`src/rtl/quantizador.sv`:
```
// Forward quantizer for 4x4 transform blocks: Z = sign(W) * ((|W| * MF + f) >> qbits),
// with per-block QP/intra latched at position 0 and a nonzero count on the last level.
module quantizador #(
  parameter int DATA_W = 16,
  parameter int OUT_W  = 16
) (
  input  logic                     clk,
  input  logic                     reset,
  input  logic                     in_valid,
  output logic                     in_ready,
  input  logic signed [DATA_W-1:0] in_coef,
  input  logic [5:0]               in_qp,
  input  logic                     in_intra,
  output logic                     out_valid,
  input  logic                     out_ready,
  output logic signed [OUT_W-1:0]  out_level,
  output logic                     out_last,
  output logic [4:0]               out_nz
);

  localparam int COEF_W = 14;
  localparam int PROD_W = 30;
  localparam int SUM_W  = 31;
  localparam int OFS_W  = 23;

  // Returns {qp/6, qp%6} as a constant table, so no divider is built.
  function automatic logic [6:0] qp_split(input logic [5:0] qp);
    logic [6:0] r;
    r = '0;
    for (int i = 0; i < 52; i++) begin
      if (qp == 6'(i)) r = {4'(i / 6), 3'(i % 6)};
    end
    return r;
  endfunction

  // cls: 0 = both even, 1 = both odd, 2 = mixed
  function automatic logic [COEF_W-1:0] mf_lookup(input logic [2:0] qpm, input logic [1:0] cls);
    logic [COEF_W-1:0] r;
    r = '0;
    case (qpm)
      3'd0:    r = (cls == 2'd0) ? 14'd13107 : (cls == 2'd1) ? 14'd5243 : 14'd8066;
      3'd1:    r = (cls == 2'd0) ? 14'd11916 : (cls == 2'd1) ? 14'd4660 : 14'd7490;
      3'd2:    r = (cls == 2'd0) ? 14'd10082 : (cls == 2'd1) ? 14'd4194 : 14'd6554;
      3'd3:    r = (cls == 2'd0) ? 14'd9362  : (cls == 2'd1) ? 14'd3647 : 14'd5825;
      3'd4:    r = (cls == 2'd0) ? 14'd8192  : (cls == 2'd1) ? 14'd3355 : 14'd5243;
      default: r = (cls == 2'd0) ? 14'd7282  : (cls == 2'd1) ? 14'd2893 : 14'd4559;
    endcase
    return r;
  endfunction

  function automatic logic [OFS_W-1:0] round_offset(input logic [3:0] qpd, input logic intra);
    logic [OFS_W-1:0] r;
    r = '0;
    for (int i = 0; i < 9; i++) begin
      if (qpd == 4'(i)) r = intra ? OFS_W'((1 << (15 + i)) / 3) : OFS_W'((1 << (15 + i)) / 6);
    end
    return r;
  endfunction

  // Largest magnitude is 13107, so the low OUT_W bits of the shifted sum are exact.
  function automatic logic signed [OUT_W-1:0] quantize(input logic [PROD_W-1:0] prod,
                                                       input logic [3:0] qpd,
                                                       input logic intra,
                                                       input logic sign);
    logic [SUM_W-1:0]        sum;
    logic [SUM_W-1:0]        mag;
    logic [4:0]              qbits;
    logic signed [OUT_W-1:0] m;
    qbits = 5'd15 + {1'b0, qpd};
    sum   = {1'b0, prod} + SUM_W'(round_offset(qpd, intra));
    mag   = sum >> qbits;
    m     = mag[OUT_W-1:0];
    return sign ? -m : m;
  endfunction

  logic                    adv, in_xfer, out_xfer, rdy_en;
  logic [3:0]              pos;
  logic [5:0]              qp_l, qp_c, qp_eff;
  logic                    intra_l, intra_eff;
  logic [3:0]              qpd_eff;
  logic [2:0]              qpm_eff;
  logic [1:0]              cls;
  logic [DATA_W-1:0]       abs_w;
  logic [COEF_W-1:0]       mf;

  logic                    vld_p1, sign_p1, intra_p1, last_p1;
  logic [PROD_W-1:0]       prod_p1;
  logic [3:0]              qpd_p1;

  logic                    vld_p2, last_p2;
  logic signed [OUT_W-1:0] level_p2;
  logic [4:0]              nz_acc;

  assign adv      = out_ready || !vld_p2;
  assign in_ready = adv && rdy_en;
  assign in_xfer  = in_valid && in_ready;
  assign out_xfer = vld_p2 && out_ready;

  // Position 0 uses its own freshly presented parameters, not the stale latch.
  assign qp_c      = (in_qp > 6'd51) ? 6'd51 : in_qp;
  assign qp_eff    = (pos == 4'd0) ? qp_c : qp_l;
  assign intra_eff = (pos == 4'd0) ? in_intra : intra_l;
  assign {qpd_eff, qpm_eff} = qp_split(qp_eff);
  assign mf        = mf_lookup(qpm_eff, cls);

  always_comb begin
    cls   = 2'd2;
    abs_w = in_coef[DATA_W-1] ? -in_coef : in_coef;
    if (!pos[2] && !pos[0]) cls = 2'd0;
    else if (pos[2] && pos[0]) cls = 2'd1;
  end

  always_ff @(posedge clk or negedge reset) begin
    if (!reset) begin
      rdy_en   <= 1'b0;
      pos      <= '0;
      qp_l     <= '0;
      intra_l  <= 1'b0;
      vld_p1   <= 1'b0;
      vld_p2   <= 1'b0;
      last_p2  <= 1'b0;
      level_p2 <= '0;
      nz_acc   <= '0;
    end else begin
      rdy_en <= 1'b1;
      if (in_xfer) begin
        pos <= pos + 4'd1;
        if (pos == 4'd0) begin
          qp_l    <= qp_c;
          intra_l <= in_intra;
        end
      end
      // S1 -> S2 boundary: round, shift and restore sign
      if (adv) begin
        vld_p1   <= in_xfer;
        vld_p2   <= vld_p1;
        last_p2  <= vld_p1 && last_p1;
        level_p2 <= quantize(prod_p1, qpd_p1, intra_p1, sign_p1);
      end
      if (out_xfer) begin
        nz_acc <= last_p2 ? 5'd0 : nz_acc + {4'd0, level_p2 != '0};
      end
    end
  end

  // Input -> S1 boundary: magnitude times MF
  always_ff @(posedge clk) begin
    if (adv) begin
      sign_p1  <= in_coef[DATA_W-1];
      prod_p1  <= PROD_W'(abs_w) * PROD_W'(mf);
      qpd_p1   <= qpd_eff;
      intra_p1 <= intra_eff;
      last_p1  <= (pos == 4'd15);
    end
  end

  assign out_valid = vld_p2;
  assign out_level = level_p2;
  assign out_last  = last_p2;
  assign out_nz    = last_p2 ? nz_acc + {4'd0, level_p2 != '0} : 5'd0;

endmodule
```
`config.mk`:
```
export PLATFORM = sky130hd
export DESIGN_NAME = quantizador
export DESIGN_NICKNAME = d
export VERILOG_FILES = /design/src/rtl/quantizador.sv
export SDC_FILE = /design/constraint.sdc
export NUM_CORES = 1
export LEC_CHECK = 0
export ABC_CLOCK_PERIOD_IN_PS = 19100
export CAP_MARGIN = 20
export CORE_MARGIN = 10
export CORE_UTILIZATION = 45
export CTS_CLUSTER_SIZE = 30
export DETAILED_ROUTE_END_ITERATION = 7
export PLACE_DENSITY = 0.68
export SLEW_MARGIN = 20
export SYNTH_ARGS = -nofsm -noshare
export SYNTH_HDL_FRONTEND = slang
export SYNTH_SLANG_ARGS = --single-unit
```
`constraint.sdc`:
```
create_clock -name clk -period 19.1 [get_ports clk]
set_input_delay 2.865 -clock clk [delete_from_list [all_inputs] [get_ports clk]]
set_output_delay 2.865 -clock clk [all_outputs]
set_load 0.005 [all_outputs]
```
==> metrics.yaml, run 1 <==
cells_and_area:
  final_core_util: 0.495
  fillers: 2954
  regArea_sq_um: 2010
  area_delta_synth_final_pct: 8.60
  final_layout_size_suffix_gt1_frac: 0.0523
  multiInputGateArea_sq_um: 10800
  final_nets: 1995
  n_antenna_cell: 0
critical_path:
  crit_type: "in -> reg"
  worstSetupPathDepth: 35
  critPathCapture: "prod_p1[29]"
  path_delay_family: "compound AO/OA/AOI/OAI gates"
  worst_path_largest_cell_delay_ns: 0.69
  crit_slowest_cell: "a22o_1"
  worst-r2r-cell-count: 36
  path_max_fanout: 14
  end_kind: "flop"
  r2r_end: "prod_p1[29]"
  crit_path_start_kind: "input port"
  crit_buf_inv: 4
  r2r_slack_ns: 7.86
  required_ns: 19.18
  r2r-start: "pos[0]"
  arrival_ns: 12.86
  startpoint: "in_qp[5]"
sta:
  post-route-period-util: 0.669
  setup_tns_ns: 0
  fin_worst_skew_ns: 0.00889
  layout_min_cycle_time_ns: 12.78
  slew_headroom: 0.277
  finalHoldViolCount: 0
  slew_violations: 0
  rsz0062_at_grt: "no"
  setup_viol: 0
  fmax_mhz: 78.2
  worst_pin_slew_ns: 1.08
clocking:
  postCtsSetupBuffers: 0
  cts_made_buffers: 9
  cts-root-buf: "clkbuf_16"
  tritoncts: "yes"
  clk_path_buf_depth: 2
  holdBufCountCts: 0
  cts.clk_slew.worst_paths_ns: 0.06
  htree_levels: 3
  clock_latency_ns: 0.34
  cts.repair.resized: 0
  cts_sinks: 73
synthesis:
  synth-simple-area-share: 0.193
  synth_compound_area_frac: 0.171
  yosys_warnings: 0
  muxShareOfSynthArea: 0.0131
  synth_area_sq_um: 13900
  synth_common_cells: "213 x inv_1, 208 x nand2_1, 182 x nor2_1"
  synth_seq_cells: 73
  synth-main-ff-cell: "edfxtp_1"
  synth_enable_flop_cells: 37
  synth_top_cell_area_share: 0.237
  synth_adder_area_share: 0.350
  syn_avg_cell_area_sq_um: 8.35
  yosysSeqAreaShare: 0.145
  synth-xor-area-share: 0.0479
  synth.most_common_cell: "inv_1"
  synth_top_family_by_area: "adder cells"
  yosysUniqueCellTypes: 95
  synthArstFlopShare: 0.493
  synth_nets: 1981
  yosysTopAreaCell: "fa_1"
  synth_area_leaders: "fa_1 24%, ha_1 11%, edfxtp_1 8.0%, dfrtp_1 6.5%, inv_1 5.7%"
  syn-instance-count: 1665
floorplanning:
  io_pins: 51
  dieArea_sq_um: 38300
  die_x_um: 196
  dieHeight_um: 196
  core_area_sq_um: 30500
  initial_utilization: 0.456
  num_rows: 64
global_routing:
  grt_pass1_wl_um: 63600
  grt.total_usage: 0.199
  gr-total-overflow: 0
  grt_max_degree: 63
  antenna_found_initial: 0
  first_global_vias: 12400
route:
  post-route-drc-count: 0
  route.vias.total: 12200
  drt_iter0_drc: 1004
  wirelength_um: 38400
  drtPass1Iterations: 8
  ant_nets: 0
  wl_per_cell_um: 18.4
  routed_via_density: 5.88
placement:
  io_buffers: 50
  gp_congestion: 0.934
  dp_hpwl_um: 30200
worst_hold_path:
  min_path_type: "reg -> reg"
job:
  cap_violations: 0
run_status:
  status: "finished clean"
-- cell families after synthesis --
family                     count (synthesis)
AOI/OAI and AO/OA                        340
xor gates and xnor gates                  76
and+or+nand+nor                          585
other                                      1
adders and majority gates                290
DFF                                       73
muxes                                     17
buffers and inverters                    283
-- tightest hold or removal path, delay by kind of cell, from the launching register on --
family | cells | cell delay [ns]
AOI/OAI and AO/OA | 1 | 0.06
DFF | 1 | 0.34
and+or+nand+nor | 1 | 0.05
-- routing by layer --
layer  global-route usage  vias to the layer above  wire [um]
met1                0.261                     6010      16800
li1                     -                     5698          -
met3               0.0281                       73       2470
met5                    0                        -          0
met2                0.327                      455      17900
met4               0.0704                        0       1170
-- cell usage in the layout (no fill, tap or decap), types with 20 or more instances in the layout --
master / instances
xnor2_1: 47
fa_1: 165
nand3_1: 38
clkdlybuf4s50_1: 50
xor2_1: 26
nor2_1: 182
edfxtp_1: 37
and2_1: 21
ha_1: 124
nand2_1: 208
o21ai_0: 68
buf_4: 20
inv_1: 213
dfrtp_1: 36
nor3_1: 34
a21oi_1: 72
-- cell type report --
type,count,area share
Multi-Input combinational cell,1309,0.716
Sequential cell,73,0.133
Inverter,216,0.0537
Tap cell,396,0.0328
Clock buffer,11,0.0182
Timing Repair Buffer,70,0.0431
Clock inverter,5,0.00282
-- registers in the layout, summed over array words and instances (netlist names) --
signal	flops
prod_p1	30
out_level	16
qp_l	6
nz_acc	5
pos	4
qpd_p1	4
intra_l	1
intra_p1	1
last_p1	1
out_last	1
out_valid	1
rdy_en	1
sign_p1	1
vld_p1	1
-- how the worst min path moves through the flow --
stage,start,endpoint,slack [ns],depth (start not counted)
final,qp_l[2],qp_l[2],0.48,2
after CTS,qp_l[2],qp_l[2],0.48,2
after global routing,pos[3],pos[3],0.52,1
after detailed placement,qp_l[2],qp_l[2],0.47,2
after global placement,last_p1,out_last,0.46,2
after floorplan,qp_l[2],qp_l[2],0.44,2
-- stage by stage --
| stage | hold WS, ns | cells | setup WS [ns] | cell area, sq um |
|---|---|---|---|---|
| after CTS | 0.485 | 2080 | 6.06 | 15100 |
| after detailed placement | 0.467 | 2064 | 5.73 | 14800 |
| after global placement | 0.460 | 2064 | 6.18 | 14800 |
| after global routing | 0.521 | 2080 | 5.52 | 15100 |
| final | 0.483 | 2080 | 6.32 | 15100 |
| after floorplan | 0.442 | 1665 | 7.90 | 13900 |
Power of run 1 is left out: the tool's default activity adds up to more than one toggle a clock period on the data nets, which glitch-free logic cannot reach.
==> run 2: changes to the inputs <==
--- a/config.mk
+++ b/config.mk
@@ -5,13 +5,13 @@
 export SDC_FILE = /design/constraint.sdc
 export NUM_CORES = 1
 export LEC_CHECK = 0
-export ABC_CLOCK_PERIOD_IN_PS = 19100
+export ABC_CLOCK_PERIOD_IN_PS = 10700
 export CAP_MARGIN = 20
 export CORE_MARGIN = 10
 export CORE_UTILIZATION = 45
 export CTS_CLUSTER_SIZE = 30
 export DETAILED_ROUTE_END_ITERATION = 7
-export PLACE_DENSITY = 0.68
+export PLACE_DENSITY = 0.7
 export SLEW_MARGIN = 20
 export SYNTH_ARGS = -nofsm -noshare
 export SYNTH_HDL_FRONTEND = slang
==> constraint.sdc (replaced) <==
create_clock -name clk -period 10.7 [get_ports clk]
set_input_delay 1.605 -clock clk [delete_from_list [all_inputs] [get_ports clk]]
set_output_delay 1.605 -clock clk [all_outputs]
set_load 0.005 [all_outputs]
==> run 2 against run 1 <==
  * Wire length fell by 0.36%
  * Register-to-register slack got worse by 6.7 ns
  * Worst hold slack improved by 0.0023 ns
  * Design area rose by 1.7%
  * Non-clock buffer count rose by 34
  * Utilization rose by 0.83 points
  * Highest routed layer unchanged
==> metrics.yaml, run 2 (synthesis results as in run 1) <==
run_status:
  status: "finished clean"
route:
  wirelength_um: 38200  # -0.36%
  wl_per_cell_um: 18.1  # -2.0%
  ant_nets: 0  # unchanged
  drt_iter0_drc: 1080  # +7.6%
  route.vias.total: 12300  # +0.83%
  drtPass1Iterations: 6  # -2
  post-route-drc-count: 0  # unchanged
  routed_via_density: 5.84  # -0.79%
worst_hold_path:
  whs_path_depth: 2  # unchanged
  min_path_type: "reg -> reg"
  hold_path_end: "qp_l[2]"
  hold_start: "qp_l[2]"
sta:
  slew_headroom: 0.287  # +0.00967
  slew_violations: 0  # unchanged
  worst_pin_slew_ns: 1.04  # -0.0378 ns
  finalHoldViolCount: 0  # unchanged
  setup_viol: 0  # unchanged
  fmax_mhz: 99.6
  rsz0062_at_grt: "no"
  layout_min_cycle_time_ns: 10.04
  setup_tns_ns: 0  # unchanged
  post-route-period-util: 0.939
  fin_worst_skew_ns: 0.00949  # +0.000596 ns
job:
  cap_violations: 0  # unchanged
clocking:
  htree_levels: 3  # unchanged
  cts_sinks: 73  # unchanged
  clock_latency_ns: 0.34  # about the same
  tritoncts: "yes"
  cts_made_buffers: 9  # unchanged
  holdBufCountCts: 0  # unchanged
  cts-root-buf: "clkbuf_16"
  clk_path_buf_depth: 2  # unchanged
  cts.clk_slew.worst_paths_ns: 0.07  # about the same
global_routing:
  grt_max_degree: 63  # unchanged
  gr-total-overflow: 0  # unchanged
  first_global_vias: 12500  # +1.1%
  grt.total_usage: 0.198  # -0.000978
  grt_pass1_wl_um: 63500  # about the same
  antenna_found_initial: 0  # unchanged
critical_path:
  r2r_slack_ns: 1.14  # -6.72 ns
  crit_buf_inv: 7  # +3
  end_kind: "flop"
  worst-r2r-cell-count: 35  # -2.8%
  r2r-start: "pos[0]"
  crit_path_start_kind: "input port"
  crit_slowest_cell: "fa_1"
  required_ns: 10.78  # -8.40 ns
  crit_type: "in -> reg"
  arrival_ns: 10.13  # -2.73 ns
  worst_path_largest_cell_delay_ns: 0.55  # -0.14 ns
  path_delay_family: "adder cells"
  r2r_end: "prod_p1[29]"
  path_max_fanout: 17  # +3
cells_and_area:
  registers.top_by_ff_count: "prod_p1"
  area_delta_synth_final_pct: 10.4
  final_common_cell: "inv_1"
  final_cell_mix: "213 x inv_1, 208 x nand2_1, 182 x nor2_1"
  regArea_sq_um: 2010  # unchanged
  instances_no_fill: 2114  # +1.6%
  multiInputGateArea_sq_um: 10800  # +0.13%
  largest_reg_flops: 30  # unchanged
  final_nets: 2029  # +1.7%
  n_antenna_cell: 0  # unchanged
  final_layout_size_suffix_gt1_frac: 0.0728  # +0.0205
  fillers: 2876  # -2.6%
floorplanning:
  dieArea_sq_um: 38300  # unchanged
  core_area_sq_um: 30500  # unchanged
  dieHeight_um: 196  # unchanged
  initial_utilization: 0.456  # unchanged
  io_pins: 51  # unchanged
  die_x_um: 196  # unchanged
  num_rows: 64  # unchanged
placement:
  placed_cells: 2098  # +1.6%
  gp_congestion: 0.967  # +3.6%
  dp_hpwl_um: 30700  # +1.5%
  io_buffers: 50  # unchanged
run 2: how the worst max path moves through the flow:
stage	cells past startpoint	startpoint	end	slack [ns]
4_1_cts	39	in_qp[5]	prod_p1[29]	0.33
5_1_grt	38	in_qp[4]	prod_p1[29]	0.02
3_3_place_gp	38	in_qp[5]	prod_p1[29]	0.28
3_5_place_dp	38	in_qp[5]	prod_p1[29]	0.03
2_1_floorplan	36	in_qp[5]	prod_p1[29]	0.76
6_report	34	in_qp[4]	prod_p1[29]	0.66
run 2: worst min-delay path, stage by stage (launching register included):
cell	delay [ns]
dfrtp_1	0.34
nand2_1	0.05
o21ai_0	0.06
run 2: what timing repair did:
| action | 4_1_cts | 5_1_grt |
|---|---|---|
| endpoints found under the setup margin | 0 | 8 |
| resized for setup | 0 | 11 |
| buffers inserted | 0 | 0 |
run 2: stage by stage:
| step | util | setup WS (ns) | area, sq um | hold slack, ns |
|---|---|---|---|---|
| 6_report | 0.503 | 0.657 | 15400 | 0.485 |
| 3_3_place_gp | 0.492 | 0.285 | 15000 | 0.458 |
| 5_1_grt | 0.503 | 0.0195 | 15400 | 0.510 |
| 4_1_cts | 0.502 | 0.334 | 15300 | 0.489 |
| 3_5_place_dp | 0.492 | 0.0292 | 15000 | 0.476 |
| 2_1_floorplan | - | 0.762 | 13900 | 0.442 |
run 2: routing by layer:
| layer | wire length, um | GRT usage | vias up |
|---|---|---|---|
| li1 | - | - | 5777 |
| met2 | 18000 | 0.330 | 500 |
| met4 | 1150 | 0.0659 | 0 |
| met1 | 16400 | 0.257 | 5975 |
| met5 | 0 | 0 | - |
| met3 | 2710 | 0.0292 | 86 |
run 2: area by class of cell:
| type | instances | share of cell area |
|---|---|---|
| clock inverter | 7 | 0.00497 |
| multi-input combinational | 1309 | 0.705 |
| tap | 396 | 0.0323 |
| inverter | 216 | 0.0528 |
| timing repair buffer | 104 | 0.0590 |
| sequential | 73 | 0.131 |
| clock buffer | 9 | 0.0147 |
Power of run 2 is left out for the same reason.
